`src/rtl/font_blitter.sv`:
```
// Sprite blitter: copies an SPR_W x SPR_H sprite from ROM into a frame buffer at (spr_x, spr_y),
// skipping transparent (KEY) pixels and pixels that fall off the right or bottom of the screen.
module font_blitter #(
    parameter int SPR_W      = 30,
    parameter int SPR_H      = 30,
    parameter int SCR_W      = 640,
    parameter int SCR_H      = 480,
    parameter int DATA_WIDTH = 8,
    parameter logic [DATA_WIDTH-1:0] KEY = 8'h2b
) (
    input  logic                  Clk,
    input  logic                  Reset_n,
    input  logic                  start,
    input  logic [9:0]            spr_x,
    input  logic [9:0]            spr_y,
    output logic [9:0]            rom_addr,
    input  logic [DATA_WIDTH-1:0] rom_data,
    output logic                  fb_we,
    output logic [18:0]           fb_addr,
    output logic [DATA_WIDTH-1:0] fb_data,
    input  logic                  fb_ready,
    output logic                  busy,
    output logic                  done,
    output logic [9:0]            wr_count
);

    localparam int CW = (SPR_W > 1) ? $clog2(SPR_W) : 1;
    localparam int RW = (SPR_H > 1) ? $clog2(SPR_H) : 1;
    localparam logic [CW-1:0] COL_LAST = CW'(SPR_W - 1);
    localparam logic [RW-1:0] ROW_LAST = RW'(SPR_H - 1);
    localparam logic [10:0]   SCR_W11  = 11'(SCR_W);
    localparam logic [10:0]   SCR_H11  = 11'(SCR_H);
    localparam logic [18:0]   SCR_W19  = 19'(SCR_W);

    typedef enum logic [1:0] {IDLE, FETCH, WRITE, DONE} state_t;

    state_t                state_reg, state_next;
    logic [9:0]            x0_reg, y0_reg;
    logic [CW-1:0]         col_reg;
    logic [RW-1:0]         row_reg;
    logic [9:0]            rom_addr_reg;
    logic [18:0]           fb_addr_reg;
    logic [DATA_WIDTH-1:0] pixel_reg;
    logic                  write_reg;
    logic [9:0]            wr_count_reg;

    logic        last_pixel;
    logic        advance;
    logic [10:0] scr_x, scr_y;
    logic        visible;

    // Screen coordinates are 11 bits wide so a sprite near the 10-bit limit cannot wrap back on screen.
    assign scr_x      = {1'b0, x0_reg} + 11'(col_reg);
    assign scr_y      = {1'b0, y0_reg} + 11'(row_reg);
    assign visible    = (scr_x < SCR_W11) && (scr_y < SCR_H11);
    assign last_pixel = (col_reg == COL_LAST) && (row_reg == ROW_LAST);

    always_ff @(posedge Clk or negedge Reset_n) begin
        if (!Reset_n) begin
            state_reg <= IDLE;
        end else begin
            state_reg <= state_next;
        end
    end

    always_comb begin
        state_next = state_reg;
        advance    = 1'b0;
        fb_we      = 1'b0;
        busy       = 1'b0;
        done       = 1'b0;
        case (state_reg)
            IDLE: begin
                if (start) begin
                    state_next = FETCH;
                end
            end
            FETCH: begin
                busy       = 1'b1;
                state_next = WRITE;
            end
            WRITE: begin
                busy  = 1'b1;
                fb_we = write_reg;
                // Skipped pixels advance at once; written pixels wait for the frame buffer.
                if (!write_reg || fb_ready) begin
                    advance    = 1'b1;
                    state_next = last_pixel ? DONE : FETCH;
                end
            end
            DONE: begin
                done       = 1'b1;
                state_next = IDLE;
            end
            default: state_next = IDLE;
        endcase
    end

    always_ff @(posedge Clk or negedge Reset_n) begin
        if (!Reset_n) begin
            x0_reg       <= '0;
            y0_reg       <= '0;
            col_reg      <= '0;
            row_reg      <= '0;
            rom_addr_reg <= '0;
            fb_addr_reg  <= '0;
            pixel_reg    <= '0;
            write_reg    <= 1'b0;
            wr_count_reg <= '0;
        end else begin
            if (state_reg == IDLE && start) begin
                x0_reg       <= spr_x;
                y0_reg       <= spr_y;
                col_reg      <= '0;
                row_reg      <= '0;
                rom_addr_reg <= '0;
                wr_count_reg <= '0;
            end
            if (state_reg == FETCH) begin
                pixel_reg   <= rom_data;
                fb_addr_reg <= 19'(scr_y) * SCR_W19 + 19'(scr_x);
                write_reg   <= (rom_data != KEY) && visible;
            end
            if (fb_we && fb_ready) begin
                wr_count_reg <= wr_count_reg + 10'd1;
            end
            // rom_addr is linear in (row, col), so stepping to the next pixel is a plain increment.
            if (advance && !last_pixel) begin
                rom_addr_reg <= rom_addr_reg + 10'd1;
                if (col_reg == COL_LAST) begin
                    col_reg <= '0;
                    row_reg <= row_reg + RW'(1);
                end else begin
                    col_reg <= col_reg + CW'(1);
                end
            end
        end
    end

    assign rom_addr = rom_addr_reg;
    assign fb_addr  = fb_addr_reg;
    assign fb_data  = pixel_reg;
    assign wr_count = wr_count_reg;

endmodule

```
`config.mk`:
```
export PLATFORM = sky130hd
export DESIGN_NAME = font_blitter
export DESIGN_NICKNAME = d
export VERILOG_FILES = /design/src/rtl/font_blitter.sv
export SDC_FILE = /design/constraint.sdc
export NUM_CORES = 1
export LEC_CHECK = 0
export ABC_AREA = 1
export CAP_MARGIN = 20
export CELL_PAD_IN_SITES_DETAIL_PLACEMENT = 0
export CELL_PAD_IN_SITES_GLOBAL_PLACEMENT = 1
export CORE_AREA = 2 2 115 117
export CTS_BUF_LIST = sky130_fd_sc_hd__clkbuf_4
export DETAILED_ROUTE_END_ITERATION = 8
export DIE_AREA = 0 0 117 119
export MAX_ROUTING_LAYER = met4
export PLACE_DENSITY = 0.79
export SYNTH_ARGS = -nofsm -noshare
export SYNTH_HDL_FRONTEND = slang
export SYNTH_SLANG_ARGS = --single-unit
```
`constraint.sdc`:
```
create_clock -name Clk -period 4.8 [get_ports Clk]
set_input_delay 1.44 -clock Clk [delete_from_list [all_inputs] [get_ports Clk]]
set_output_delay 1.44 -clock Clk [all_outputs]
set_load 0.005 [all_outputs]
```
# After elaboration in Yosys (flattened, before gate mapping)
# Cells that the tools add are included.
dict set report word_totals {
  regBits 80
  inputBits 32
  out_inout_bits 50
  wordCells 60
}
dict set report classes {
  addsub 7
  mul 1
  n_lt_le_gt_ge 2
  eq_ne 8
  muxes 18
  n_reduce_logical 14
}
# cell n
set op_table {}
lappend op_table {{10-bit 2-to-1 mux} 3}
lappend op_table {{5-bit 2-to-1 mux} 6}
lappend op_table {{10-bit by 5-bit adder with 11-bit output} 2}
lappend op_table {{10-bit by 1-bit adder with 10-bit output, second input constant} 2}
lappend op_table {{19-bit by 11-bit adder with 19-bit output} 1}
lappend op_table {{11-bit by 3-bit multiplier with 12-bit output, second input constant} 1}
lappend op_table {{11-bit by 10-bit less-than comparator with 1-bit output, second input constant} 1}
lappend op_table {{11-bit by 9-bit less-than comparator with 1-bit output, second input constant} 1}
lappend op_table {{5-bit by 1-bit adder with 5-bit output, second input constant} 2}
lappend op_table {{5-bit == test, second input constant} 2}
lappend op_table {{8-bit by 6-bit != test with 1-bit output, second input constant} 1}
lappend op_table {{2-bit one-hot mux with 4 select lines} 1}
lappend op_table {{1-bit logical AND} 6}
lappend op_table {{2-bit 2-to-1 mux} 3}
lappend op_table {{1-bit 2-to-1 mux} 5}
lappend op_table {{2-bit == test, second input constant} 2}
lappend op_table {{2-bit != test, second input constant} 2}
lappend op_table {{2-bit nonzero test} 2}
lappend op_table {{2-bit by 1-bit == test with 1-bit output, second input constant} 1}
lappend op_table {{1-bit zero test} 2}
lappend op_table {{2-bit zero test} 1}
lappend op_table {{2-bit AND reduction} 1}
lappend op_table {{2-bit OR reduction} 1}
lappend op_table {{1-bit logical OR} 1}

# Logic depth before layout (Yosys ltp)
dict set report depth {
  ltp_word 6
  mapped_depth 25
  ltp_nobuf 25
}

# Least setup slack after synthesis
# OpenSTA, ideal clock, no wires.
dict set report synth_path {
  path_kind {register to register}
  startpoint {reg row_reg[0]}
  endpoint {reg fb_addr_reg[18] (netlist: fb_addr[18])}
  setup_time_ns 0.117
  t_arrival_ns 3.267
  t_required_ns 4.683
  path_slack_ns 1.416
  path_stages_with_launch 20
  path_buffers 0
  synth_period_minus_slack_ns 3.384
  cell_sequence {dfrtp_1 > ha_1 > inv_1 > fa_1 > o21ai_1 > xnor2_1 > inv_1 > ha_1 > fa_1 > nand2_1 > nor2_1 > nand2_1 > nand3_1 > nand2_1 > nor2_2 > nand3_2 > nor2_2 > nand3_1 > nand3_1 > nand2_1}
}
dict set report synth_via {
  elab_chain_cells 3
}
# element line
set synth_lines {}
lappend synth_lines {{start: declaration} 40} ;# logic [RW-1:0] row_reg;
lappend synth_lines {{start signal: assignment} 132} ;# row_reg <= row_reg + RW'(1);
lappend synth_lines {{10-bit by 5-bit adder with 11-bit output} 54} ;# assign scr_y = {1'b0, y0_reg} + 11'(row_reg);
lappend synth_lines {{11-bit by 3-bit multiplier with 12-bit output} 121} ;# fb_addr_reg <= 19'(scr_y) * SCR_W19 + 19'(scr_x);
lappend synth_lines {{19-bit by 11-bit adder with 19-bit output} 121}
lappend synth_lines {{end signal: assignment} 121}
lappend synth_lines {{end: declaration} 42} ;# logic [18:0] fb_addr_reg;
# Every way passes these cells.
# A chain may end at the register's enable or synchronous reset.

# Worst setup path after layout
# Same ends and word-level chain as after synthesis.

==> impl_metrics.py <==
metrics = {
    "status": {
        "outcome": "finished, final reports clean",
    },
    "cts": {
        "cts-resized-gates": 0,
        "cts_max_level": 3,
        "clockBufferDepth": 2,
        "clkTransAtPathRegs_ps": 120,
        "clkLatencyLatePin_ps": 450,
        "hold_buffers": 0,
        "cts_made_buffers": 9,
        "cts_root_buf": "clkbuf_4",
        "clkSinkCount": 80,
        "post_cts_buffers": 0,
        "cts_tree": "yes",
    },
    "detailed_routing": {
        "drtIter0Drc": 262,
        "vias": 4335,
        "dr.pass1.iters": 4,
        "wirelength_mm": 11.3,
        "drc": 0,
        "viasPerCell": 4.71,
        "postRouteAntennaNets": 0,
        "avgRoutedWirePerCell_um": 12.3,
    },
    "cells_and_area": {
        "final_nets": 817,
        "area_growth_pct": 22.5,
        "design_area_mm2": 0.00623,
        "nFillCells": 1299,
        "largest_reg_flops": 19,
        "drive_gt1_share_pct": 7.81,
    },
    "setup_path": {
        "path_max_fanout": 6,
        "end_kind": "register",
        "ff2ff_setup_slack_ps": 1090,
        "critical_path_required_ps": 5130,
        "crit_type": "register to register",
        "r2r_start": "row_reg[0]",
        "reg2reg_to": "fb_addr[18]",
        "start_kind": "register",
        "crit_end": "fb_addr[18]",
        "startpoint": "row_reg[0]",
        "crit_arrival_ps": 4040,
        "r2r_cells": 19,
    },
    "synthesis": {
        "synth-async-reset-ratio_pct": 100,
        "ys_top_cells_by_count": "214 x nand2_1, 84 x inv_1, 80 x dfrtp_1, 40 x ha_1, 40 x nand3_1",
        "syn_area_mm2": 0.00508,
        "ys_seq_area_share_pct": 39.4,
        "synth_most_common_cell": "nand2_1",
        "netlist_instances": 656,
        "syn_avg_cell_area_um2": 7.75,
        "synthFlopType": "dfrtp_1",
        "yosys.area.top_type_share_pct": 39.4,
        "yosysUniqueCellTypes": 39,
        "syn_nets": 732,
        "ys_ff_latch": 80,
        "yosys.area.top_type": "dfrtp_1",
        "yosys_warnings": 0,
        "synth-edff-count": 0,
        "synth.area.top_cells": "dfrtp_1 39%, nand2_1 16%, ha_1 9.8%",
    },
    "timing": {
        "finClkSkew_ps": 19.2,
        "tightest_slew_ps": 699,
        "fin_tns_setup_ps": 0,
        "fmax_mhz": 269,
        "finalHoldViolCount": 0,
        "rsz0062_at_grt": "false",
        "maxSlewViolCount": 0,
        "period_minus_slack_ps": 3710,
        "period_share_pct": 77.4,
        "slew_headroom_pct": 53.4,
        "setup_viol": 0,
    },
    "placed_design": {
        "place_hpwl_mm": 8.63,
        "place.gp.congestion": 0.834,
        "post_dp_cell_area_mm2": 0.00608,
        "portBuffers": 81,
    },
    "pwr": {
        "leakagePower_nw": 3.03,
        "powerDensity_mw_per_mm2": 574,
        "ir_worst_vdd_mv": 0.171,
    },
    "floorplan": {
        "die_w_um": 117,
        "row_count": 42,
        "die-area_mm2": 0.0139,
        "coreArea_mm2": 0.0129,
        "ios": 82,
        "start_util_pct": 39.5,
        "die_h_um": 119,
    },
    "grt": {
        "busiest_layer": "met2",
        "grt_pass1_vias": 4106,
        "grt_use_met3_pct": 2.90,
        "grtUsageTotal_pct": 17.7,
        "antenna_found_initial": 1,
        "grt-ovfl-total": 0,
        "grt_first_pass_wirelength_mm": 19.1,
        "grtUsageMet2_pct": 25.4,
        "grt_max_degree": 81,
        "use_met1_pct": 24.7,
    },
    "job": {
        "cap_violations": 0,
    },
    "worst_hold_path": {
        "min_path_type": "register to register",
    },
}
==> layout make-up <==
class | count | area [µm²] | area share [%]
diodes | 1 | 2.50 | 0.0402
clock buffers | 9 | 67.6 | 1.08
clock inverters | 4 | 25.0 | 0.402
inverters | 92 | 345 | 5.55
multi-input cells | 474 | 2690 | 43.3
flip-flops and latches | 80 | 2000 | 32.1
well taps | 176 | 220 | 3.54
repair buffers | 84 | 871 | 14.0
==> power breakdown <==
| part | switching (mW) | total [mW] | leakage (nW) | internal, mW |
|---|---|---|---|---|
| sequential | 0.180 | 1.10 | 1.03 | 0.925 |
| clock | 0.231 | 0.327 | 0.0495 | 0.0961 |
| combinational | 1.21 | 2.14 | 1.96 | 0.928 |
==> critical path, cell delays in order, from the launching register on <==
cell and delay, ps:
dfrtp_1 450, ha_1 270, inv_1 80, fa_1 400, o21ai_1 210, xnor2_1 140, inv_1 70, ha_1 350
fa_1 650, nand2_1 90, nor2_1 90, nand2_1 50, nand3_1 90, nand2_1 90, nor2_2 120, nand3_2 100
nor2_2 110, nand3_1 80, nand3_1 80, nand2_1 60
==> layer usage <==
metal	vias to the layer above	wire, µm
li1	2272	-
met1	1957	5790
met2	90	4780
met3	16	432
met4	0	284
met5	-	0
==> cell families (layout without fill, tap and decap cells) <==
group / Yosys count / after routing / share of synthesized area, %
mux: 1 / 1 / 0.197
xor+xnor: 20 / 20 / 3.89
fa+ha+maj: 44 / 44 / 11.4
compound gates: 86 / 86 / 9.13
buf+inv: 102 / 189 / 7.65
flops: 80 / 80 / 39.4
other cells: 0 / 1 / 0
simple gates: 323 / 323 / 28.3
==> placed cells by master, fill, tap and decap left out, types with 8 or more instances in the layout <==
master,synthesis,final
nor2_1,24,24
inv_2,8,8
a21oi_1,20,20
xor2_1,10,10
o22ai_1,9,9
o21ai_0,38,38
ha_1,40,40
clkbuf_4,0,9
nand2_2,8,8
clkdlybuf4s50_1,0,80
a31oi_1,8,8
dfrtp_1,80,80
nand3_1,40,40
nand2_1,214,214
inv_1,84,84
==> through the flow <==
stage	setup slack [ps]	utilization, %	power (mW)	std cells	hold slack, ps
floorplan	1420	-	2.55	656	455
global placement	1210	47.2	3.21	904	456
detailed placement	1110	47.2	3.25	904	460
CTS	1080	47.9	3.59	917	490
global route	664	48.4	3.98	920	507
finish	1090	48.4	3.57	920	488
==> how the worst min path moves through the flow <==
stage                           start           to  cells after the start
final                      fb_data[2]   fb_data[2]                      2
after global routing      rom_addr[9]  rom_addr[9]                      1
after CTS                  fb_data[6]   fb_data[6]                      2
after detailed placement   fb_data[6]   fb_data[6]                      2
after global placement     fb_data[2]   fb_data[2]                      2
after floorplan             x0_reg[0]    x0_reg[0]                      2
Note: power is estimated with default switching activity, not from simulation.
